### src/rtl/modulo_pago.sv
// ---------------------------------------------------------------------------
// modulo_pago
// Payment responder for the coffee-machine controller. Latches a price when
// the beverage FSM issues a charge request, accumulates coins from the coin
// acceptor, and reports payment (with change) or a full refund on cancel or
// inactivity timeout. All amounts are in 50-colon units.
//
// Ports:
//   clk              in   system clock, rising edge
//   reset_n          in   asynchronous active-low reset
//   precio[3:0]      in   price code (0001..1000 valid)
//   cobrar           in   charge request, sampled in IDLE
//   cancelar         in   user cancel, sampled in COBRANDO
//   moneda_valida    in   coin strobe, one coin per asserted cycle
//   moneda[1:0]      in   coin value 01=50, 10=100, 11=500, 00=reject
//   PAGO_RECIBIDO    out  one-cycle pulse, price covered
//   cambio[6:0]      out  change / refund amount
//   cambio_valido    out  one-cycle pulse qualifying cambio
//   devolucion       out  one-cycle pulse, refund (cancel/timeout)
//   monto_acumulado  out  running credit
//   ocupado          out  high while a transaction is in progress
//   error_precio     out  one-cycle pulse, invalid price on cobrar
//   moneda_rechazada out  one-cycle pulse, coin not accepted
// ---------------------------------------------------------------------------
module modulo_pago #(
    parameter logic [7:0] TIMEOUT = 8'd10
) (
    input  logic       clk,
    input  logic       reset_n,
    input  logic [3:0] precio,
    input  logic       cobrar,
    input  logic       cancelar,
    input  logic       moneda_valida,
    input  logic [1:0] moneda,
    output logic       PAGO_RECIBIDO,
    output logic [6:0] cambio,
    output logic       cambio_valido,
    output logic       devolucion,
    output logic [6:0] monto_acumulado,
    output logic       ocupado,
    output logic       error_precio,
    output logic       moneda_rechazada
);

    typedef enum logic [1:0] {
        IDLE     = 2'd0,
        COBRANDO = 2'd1,
        PAGADO   = 2'd2,
        DEVOLVER = 2'd3
    } state_t;

    state_t     r_state, w_state_next;
    logic [6:0] r_target, w_target_next;
    logic [6:0] r_monto, w_monto_next;
    logic [7:0] r_timer, w_timer_next;
    logic [6:0] r_cambio, w_cambio_next;
    logic       r_pago, w_pago_next;
    logic       r_cambio_valido, w_cambio_valido_next;
    logic       r_devolucion, w_devolucion_next;
    logic       r_ocupado, w_ocupado_next;
    logic       r_error_precio, w_error_precio_next;
    logic       r_rechazada, w_rechazada_next;

    logic [6:0] w_price_units;
    logic       w_price_ok;
    logic [6:0] w_coin_units;
    logic       w_coin_ok;
    logic [6:0] w_suma;
    logic [7:0] w_timer_last;

    // Price code to target credit.
    always_comb begin
        w_price_units = 7'd0;
        w_price_ok    = 1'b1;
        case (precio)
            4'b0001: w_price_units = 7'd10;
            4'b0010: w_price_units = 7'd20;
            4'b0011: w_price_units = 7'd30;
            4'b0100: w_price_units = 7'd15;
            4'b0101: w_price_units = 7'd25;
            4'b0110: w_price_units = 7'd35;
            4'b0111: w_price_units = 7'd40;
            4'b1000: w_price_units = 7'd45;
            default: w_price_ok    = 1'b0;
        endcase
    end

    always_comb begin
        w_coin_units = 7'd0;
        case (moneda)
            2'b01:   w_coin_units = 7'd1;
            2'b10:   w_coin_units = 7'd2;
            2'b11:   w_coin_units = 7'd10;
            default: w_coin_units = 7'd0;
        endcase
    end

    assign w_coin_ok    = moneda_valida && (moneda != 2'b00);
    // Credit including this cycle's coin; at most 44 + 10, so 7 bits suffice.
    assign w_suma       = r_monto + (w_coin_ok ? w_coin_units : 7'd0);
    assign w_timer_last = TIMEOUT - 8'd1;

    always_comb begin
        w_state_next         = r_state;
        w_target_next        = r_target;
        w_monto_next         = r_monto;
        w_timer_next         = r_timer;
        w_cambio_next        = r_cambio;
        w_pago_next          = 1'b0;
        w_cambio_valido_next = 1'b0;
        w_devolucion_next    = 1'b0;
        w_error_precio_next  = 1'b0;
        w_rechazada_next     = 1'b0;

        case (r_state)
            IDLE: begin
                w_rechazada_next = moneda_valida;
                if (cobrar) begin
                    if (w_price_ok) begin
                        w_target_next = w_price_units;
                        w_monto_next  = 7'd0;
                        w_timer_next  = 8'd0;
                        w_cambio_next = 7'd0;
                        w_state_next  = COBRANDO;
                    end else begin
                        w_error_precio_next = 1'b1;
                    end
                end
            end
            COBRANDO: begin
                w_rechazada_next = moneda_valida && (moneda == 2'b00);
                // Payment outranks cancel and timeout so a covering coin is
                // never refunded.
                if (w_suma >= r_target) begin
                    w_state_next         = PAGADO;
                    w_cambio_next        = w_suma - r_target;
                    w_monto_next         = w_suma;
                    w_pago_next          = 1'b1;
                    w_cambio_valido_next = 1'b1;
                end else if (cancelar) begin
                    w_state_next         = DEVOLVER;
                    w_cambio_next        = w_suma;
                    w_devolucion_next    = 1'b1;
                    w_cambio_valido_next = 1'b1;
                end else if (!w_coin_ok && (r_timer == w_timer_last)) begin
                    w_state_next         = DEVOLVER;
                    w_cambio_next        = r_monto;
                    w_devolucion_next    = 1'b1;
                    w_cambio_valido_next = 1'b1;
                end else begin
                    w_monto_next = w_suma;
                    // Rejected coins do not count as activity.
                    w_timer_next = w_coin_ok ? 8'd0 : r_timer + 8'd1;
                end
            end
            PAGADO, DEVOLVER: begin
                w_rechazada_next = moneda_valida;
                w_monto_next     = 7'd0;
                w_state_next     = IDLE;
            end
            default: w_state_next = IDLE;
        endcase

        w_ocupado_next = (w_state_next != IDLE);
    end

    always_ff @(posedge clk or negedge reset_n) begin
        if (!reset_n) begin
            r_state         <= IDLE;
            r_target        <= 7'd0;
            r_monto         <= 7'd0;
            r_timer         <= 8'd0;
            r_cambio        <= 7'd0;
            r_pago          <= 1'b0;
            r_cambio_valido <= 1'b0;
            r_devolucion    <= 1'b0;
            r_ocupado       <= 1'b0;
            r_error_precio  <= 1'b0;
            r_rechazada     <= 1'b0;
        end else begin
            r_state         <= w_state_next;
            r_target        <= w_target_next;
            r_monto         <= w_monto_next;
            r_timer         <= w_timer_next;
            r_cambio        <= w_cambio_next;
            r_pago          <= w_pago_next;
            r_cambio_valido <= w_cambio_valido_next;
            r_devolucion    <= w_devolucion_next;
            r_ocupado       <= w_ocupado_next;
            r_error_precio  <= w_error_precio_next;
            r_rechazada     <= w_rechazada_next;
        end
    end

    assign PAGO_RECIBIDO    = r_pago;
    assign cambio           = r_cambio;
    assign cambio_valido    = r_cambio_valido;
    assign devolucion       = r_devolucion;
    assign monto_acumulado  = r_monto;
    assign ocupado          = r_ocupado;
    assign error_precio     = r_error_precio;
    assign moneda_rechazada = r_rechazada;

endmodule

### config.mk
export PLATFORM = sky130hd
export DESIGN_NAME = modulo_pago
export DESIGN_NICKNAME = d
export VERILOG_FILES = /design/src/rtl/modulo_pago.sv
export SDC_FILE = /design/constraint.sdc
export NUM_CORES = 1
export LEC_CHECK = 0
export ABC_AREA = 1
export BUFFER_PORTS_ARGS = -buffer_cell sky130_fd_sc_hd__buf_2
export CAP_MARGIN = 20
export CELL_PAD_IN_SITES_DETAIL_PLACEMENT = 1
export CELL_PAD_IN_SITES_GLOBAL_PLACEMENT = 1
export CORE_MARGIN = 3
export CORE_UTILIZATION = 45
export DETAILED_ROUTE_END_ITERATION = 6
export MAX_ROUTING_LAYER = met4
export PLACE_DENSITY = 0.92
export SYNTH_ARGS = -nofsm -noshare
export SYNTH_HDL_FRONTEND = slang
export SYNTH_SLANG_ARGS = --single-unit
### constraint.sdc
create_clock -name clk -period 5.8 [get_ports clk]
set_input_delay 0.29 -clock clk [delete_from_list [all_inputs] [get_ports clk]]
set_output_delay 0.29 -clock clk [all_outputs]
set_load 0.01 [all_outputs]
==> flow_summary.json <==
{
  "crit_chain": "ha_1, inv_1, fa_1, inv_1, nand3_2, nand2_1, nand2_1, nand2_1, inv_1, ha_1, nand2_1, inv_1, nand2_1, nand3_1, nand2_2, nand3_4, o21ai_4, nand2_4, nand2_1, nand2_1",
  "synth-seq-cells": 36,
  "synth_area_um2": 2570,
  "io_pins": 31,
  "drc": 0,
  "crit_slowest_cell": "dfrtp_1",
  "post-place-cells": 458,
  "grt_pass1_wl_um": 12800,
  "grt_max_degree": 37,
  "maxCapViolations": 0,
  "drt_wl_total_um": 7470,
  "clock-sinks": 36,
  "cpMostUsedCell": "nand2_1",
  "h-tree-depth": 2,
  "cp_slowest_stage_delay_ns": 0.43,
  "synth-simple-area-share_pct": 38.3,
  "synth-compound-area-share_pct": 8.21,
  "cts_tree": "yes",
  "finalCritPeriodShare_pct": 58.8,
  "hold_path.class": "input port to async pin",
  "worstMarginPinSlew_ns": 0.833,
  "synth_top_family_by_area": "simple AND/OR/NAND/NOR gates",
  "leakagePower_uw": 0.00160,
  "core_area_um2": 5300,
  "instances_no_fill": 466,
  "critical_path_class": "flop to flop",
  "cts-root-buf": "clkbuf_8",
  "numCtsBuffers": 5,
  "die-area_um2": 6670,
  "grt_usage_pct": 26.1,
  "seq_area_um2": 901,
  "grt_setup_unrepaired": "no",
  "setup_tns_ns": 0,
  "viasPerCell": 5.43,
  "grt-ovfl-total": 0,
  "synth.area.mux_share_pct": 0,
  "critPathRequiredTime_ns": 6.01,
  "vdd_ir_drop_max_v": 0.000256,
  "grt_antenna_before_repair": 0,
  "antenna_left": 0,
  "ys_seq_area_share_pct": 35.0,
  "p_per_area_nw_per_um2": 443,
  "drtPass1Iterations": 4,
  "setup_viol": 0,
  "synth_fa_ha_area_share_pct": 6.90,
  "avgSynthCellArea_um2": 7.07,
  "start_kind": "flop",
  "critPathCaptureType": "flop",
  "io_buffer_count": 30,
  "cts_setup_buffers": 0,
  "cts-resized-gates": 0,
  "drive_above_1_share_pct": 15.4,
  "yosysWarnings": 0,
  "syn_nets": 388,
  "nFillCells": 734,
  "worstPathArrival_ns": 3.62,
  "clkTransAtPathRegs_ns": 0.08,
  "avgRoutedWirePerCell_um": 16.0,
  "worstSkewPairLatency_ns": 0.31,
  "max_slew_margin_pct": 44.4,
  "max_freq_mhz": 293,
  "area_growth_pct": 10.9,
  "diodes": 0,
  "gp_congestion": 0.832,
  "period_minus_slack_ns": 3.41,
  "synth_xor_area_share_pct": 2.38,
  "skew_ns": 0.00764,
  "drtIter0Drc": 92,
  "hold_viol": 0,
  "die_w_um": 81.6,
  "syn_inst": 364,
  "vias": 2529,
  "total_power_uw": 1260,
  "initial_core_util_pct": 48.6,
  "fin_area_um2": 2860,
  "multi_input_area_um2": 1440,
  "drv_slew": 0,
  "hold_buffers": 0,
  "dpl_cell_area_um2": 2770,
  "status": "finished clean",
  "hpwl_um": 5670,
  "fin_nets": 419,
  "grt_pass1_vias": 2663,
  "yosysUniqueCellTypes": 36,
  "path_max_fanout": 11,
  "die_h_um": 81.6,
  "cts_buffer_depth": 2,
  "row_count": 26
}
logic make-up (layout without fill, tap and decap cells):
group,count (synthesis),after routing
and+or+nand+nor,220,220
buffers and inverters,57,89
DFF,36,36
AOI/OAI and AO/OA,31,31
adders and majority gates,13,13
xor gates and xnor gates,7,7
final cells by class:
type | instances | share of cell area, %
Clock inverter | 3 | 0.657
Timing Repair Buffer | 30 | 5.26
Sequential cell | 36 | 31.6
Inverter | 51 | 6.70
Clock buffer | 5 | 2.41
Tap cell | 70 | 3.07
Multi-Input combinational cell | 271 | 50.4
registers in the layout (all words and copies together) (netlist names), 2 cells and up:
register         cells
cambio               7
monto_acumulado      7
r_state              2
r_target             6
r_timer              8
cells in the final DEF, fill, tap and decap left out:
master | Yosys | final
nor3_1 | 2 | 2
o31ai_1 | 1 | 1
clkinv_4 | 0 | 1
nor2_4 | 2 | 2
ha_1 | 11 | 11
o21ai_0 | 13 | 13
nor4_1 | 1 | 1
o2111ai_1 | 1 | 1
nand4_1 | 3 | 3
inv_2 | 2 | 2
xnor2_1 | 1 | 1
o21ai_4 | 2 | 2
clkbuf_8 | 0 | 5
nand3_4 | 1 | 1
dfrtp_1 | 36 | 36
nand2_2 | 4 | 4
nand2_4 | 3 | 3
o21a_1 | 3 | 3
fa_1 | 2 | 2
nand3_2 | 1 | 1
and2_1 | 1 | 1
xor2_1 | 6 | 6
nand2_1 | 120 | 120
nor3b_1 | 2 | 2
and2_4 | 1 | 1
and3_1 | 1 | 1
clkinv_2 | 0 | 2
nand3_1 | 36 | 36
a21oi_1 | 5 | 5
or2_2 | 3 | 3
nor2_1 | 36 | 36
nand3b_1 | 3 | 3
o21bai_1 | 2 | 2
clkinv_1 | 1 | 1
inv_1 | 48 | 48
buf_2 | 0 | 30
o21ai_2 | 4 | 4
cells in the mapped netlist:
cell	number	area (um^2)
nand2_1	120	450
inv_1	48	180
dfrtp_1	36	901
nand3_1	36	180
nor2_1	36	135
o21ai_0	13	65.1
ha_1	11	138
xor2_1	6	52.6
a21oi_1	5	25.0
nand2_2	4	25.0
o21ai_2	4	35.0
nand2_4	3	33.8
nand3b_1	3	22.5
nand4_1	3	18.8
o21a_1	3	22.5
or2_2	3	18.8
buf_4	2	15.0
buf_6	2	22.5
clkbuf_1	2	7.51
fa_1	2	40.0
inv_2	2	7.51
nor2_4	2	22.5
nor3_1	2	10.0
nor3b_1	2	15.0
o21ai_4	2	32.5
o21bai_1	2	15.0
and2_1	1	6.26
and2_4	1	8.76
and3_1	1	6.26
clkinv_1	1	3.75
nand3_2	1	10.0
nand3_4	1	17.5
nor4_1	1	6.26
o2111ai_1	1	8.76
o31ai_1	1	7.51
xnor2_1	1	8.76
where the power goes:
part | switching [uW] | total [uW] | internal [uW] | leakage (uW)
clock network | 104 | 188 | 83.8 | 0.0000479
registers | 39.9 | 349 | 309 | 0.000485
logic | 495 | 729 | 233 | 0.00107
worst paths after layout:
kind,startpoint,endpoint,slack (ns),depth (start not counted)
worst max-delay path,monto_acumulado[0],r_timer[6],2.39,20
worst min-delay path,reset_n,r_timer[2],0.07,1
worst max register to register,monto_acumulado[0],r_timer[6],2.39,20
worst min register to register,r_state[0],error_precio,0.47,1
max in group asynchronous,reset_n,r_state[0],5.20,1
min in group clk,moneda_valida,moneda_rechazada,0.26,3
worst max-delay path: cells and delay by family, from the launching register on:
kind	cells	cell delay (ns)
adder cells (fa/ha/maj)	3	0.97
AND/OR/NAND/NOR	12	1.27
flip-flops	1	0.43
AO/OA/AOI/OAI	1	0.35
buffers and inverters	4	0.27
through the flow:
step | hold WS (ns) | utilization (%) | worst slack [ns]
after global routing | 0.136 | 53.8 | 2.10
after floorplan | -0.00559 | - | 2.86
after detailed placement | 0.440 | 52.2 | 2.16
after CTS | 0.103 | 53.8 | 2.41
final | 0.0748 | 53.8 | 2.39
after global placement | 0.424 | 52.2 | 2.25
per-layer routing:
metal  track usage (%)  wire (um)  vias up
met4              12.0        273        0
met3              5.70        327       29
li1                  -          -     1211
met1              29.8       3100     1231
met5                 -          0        -
met2              43.7       3770       58
(Power assumes the default switching activity.)
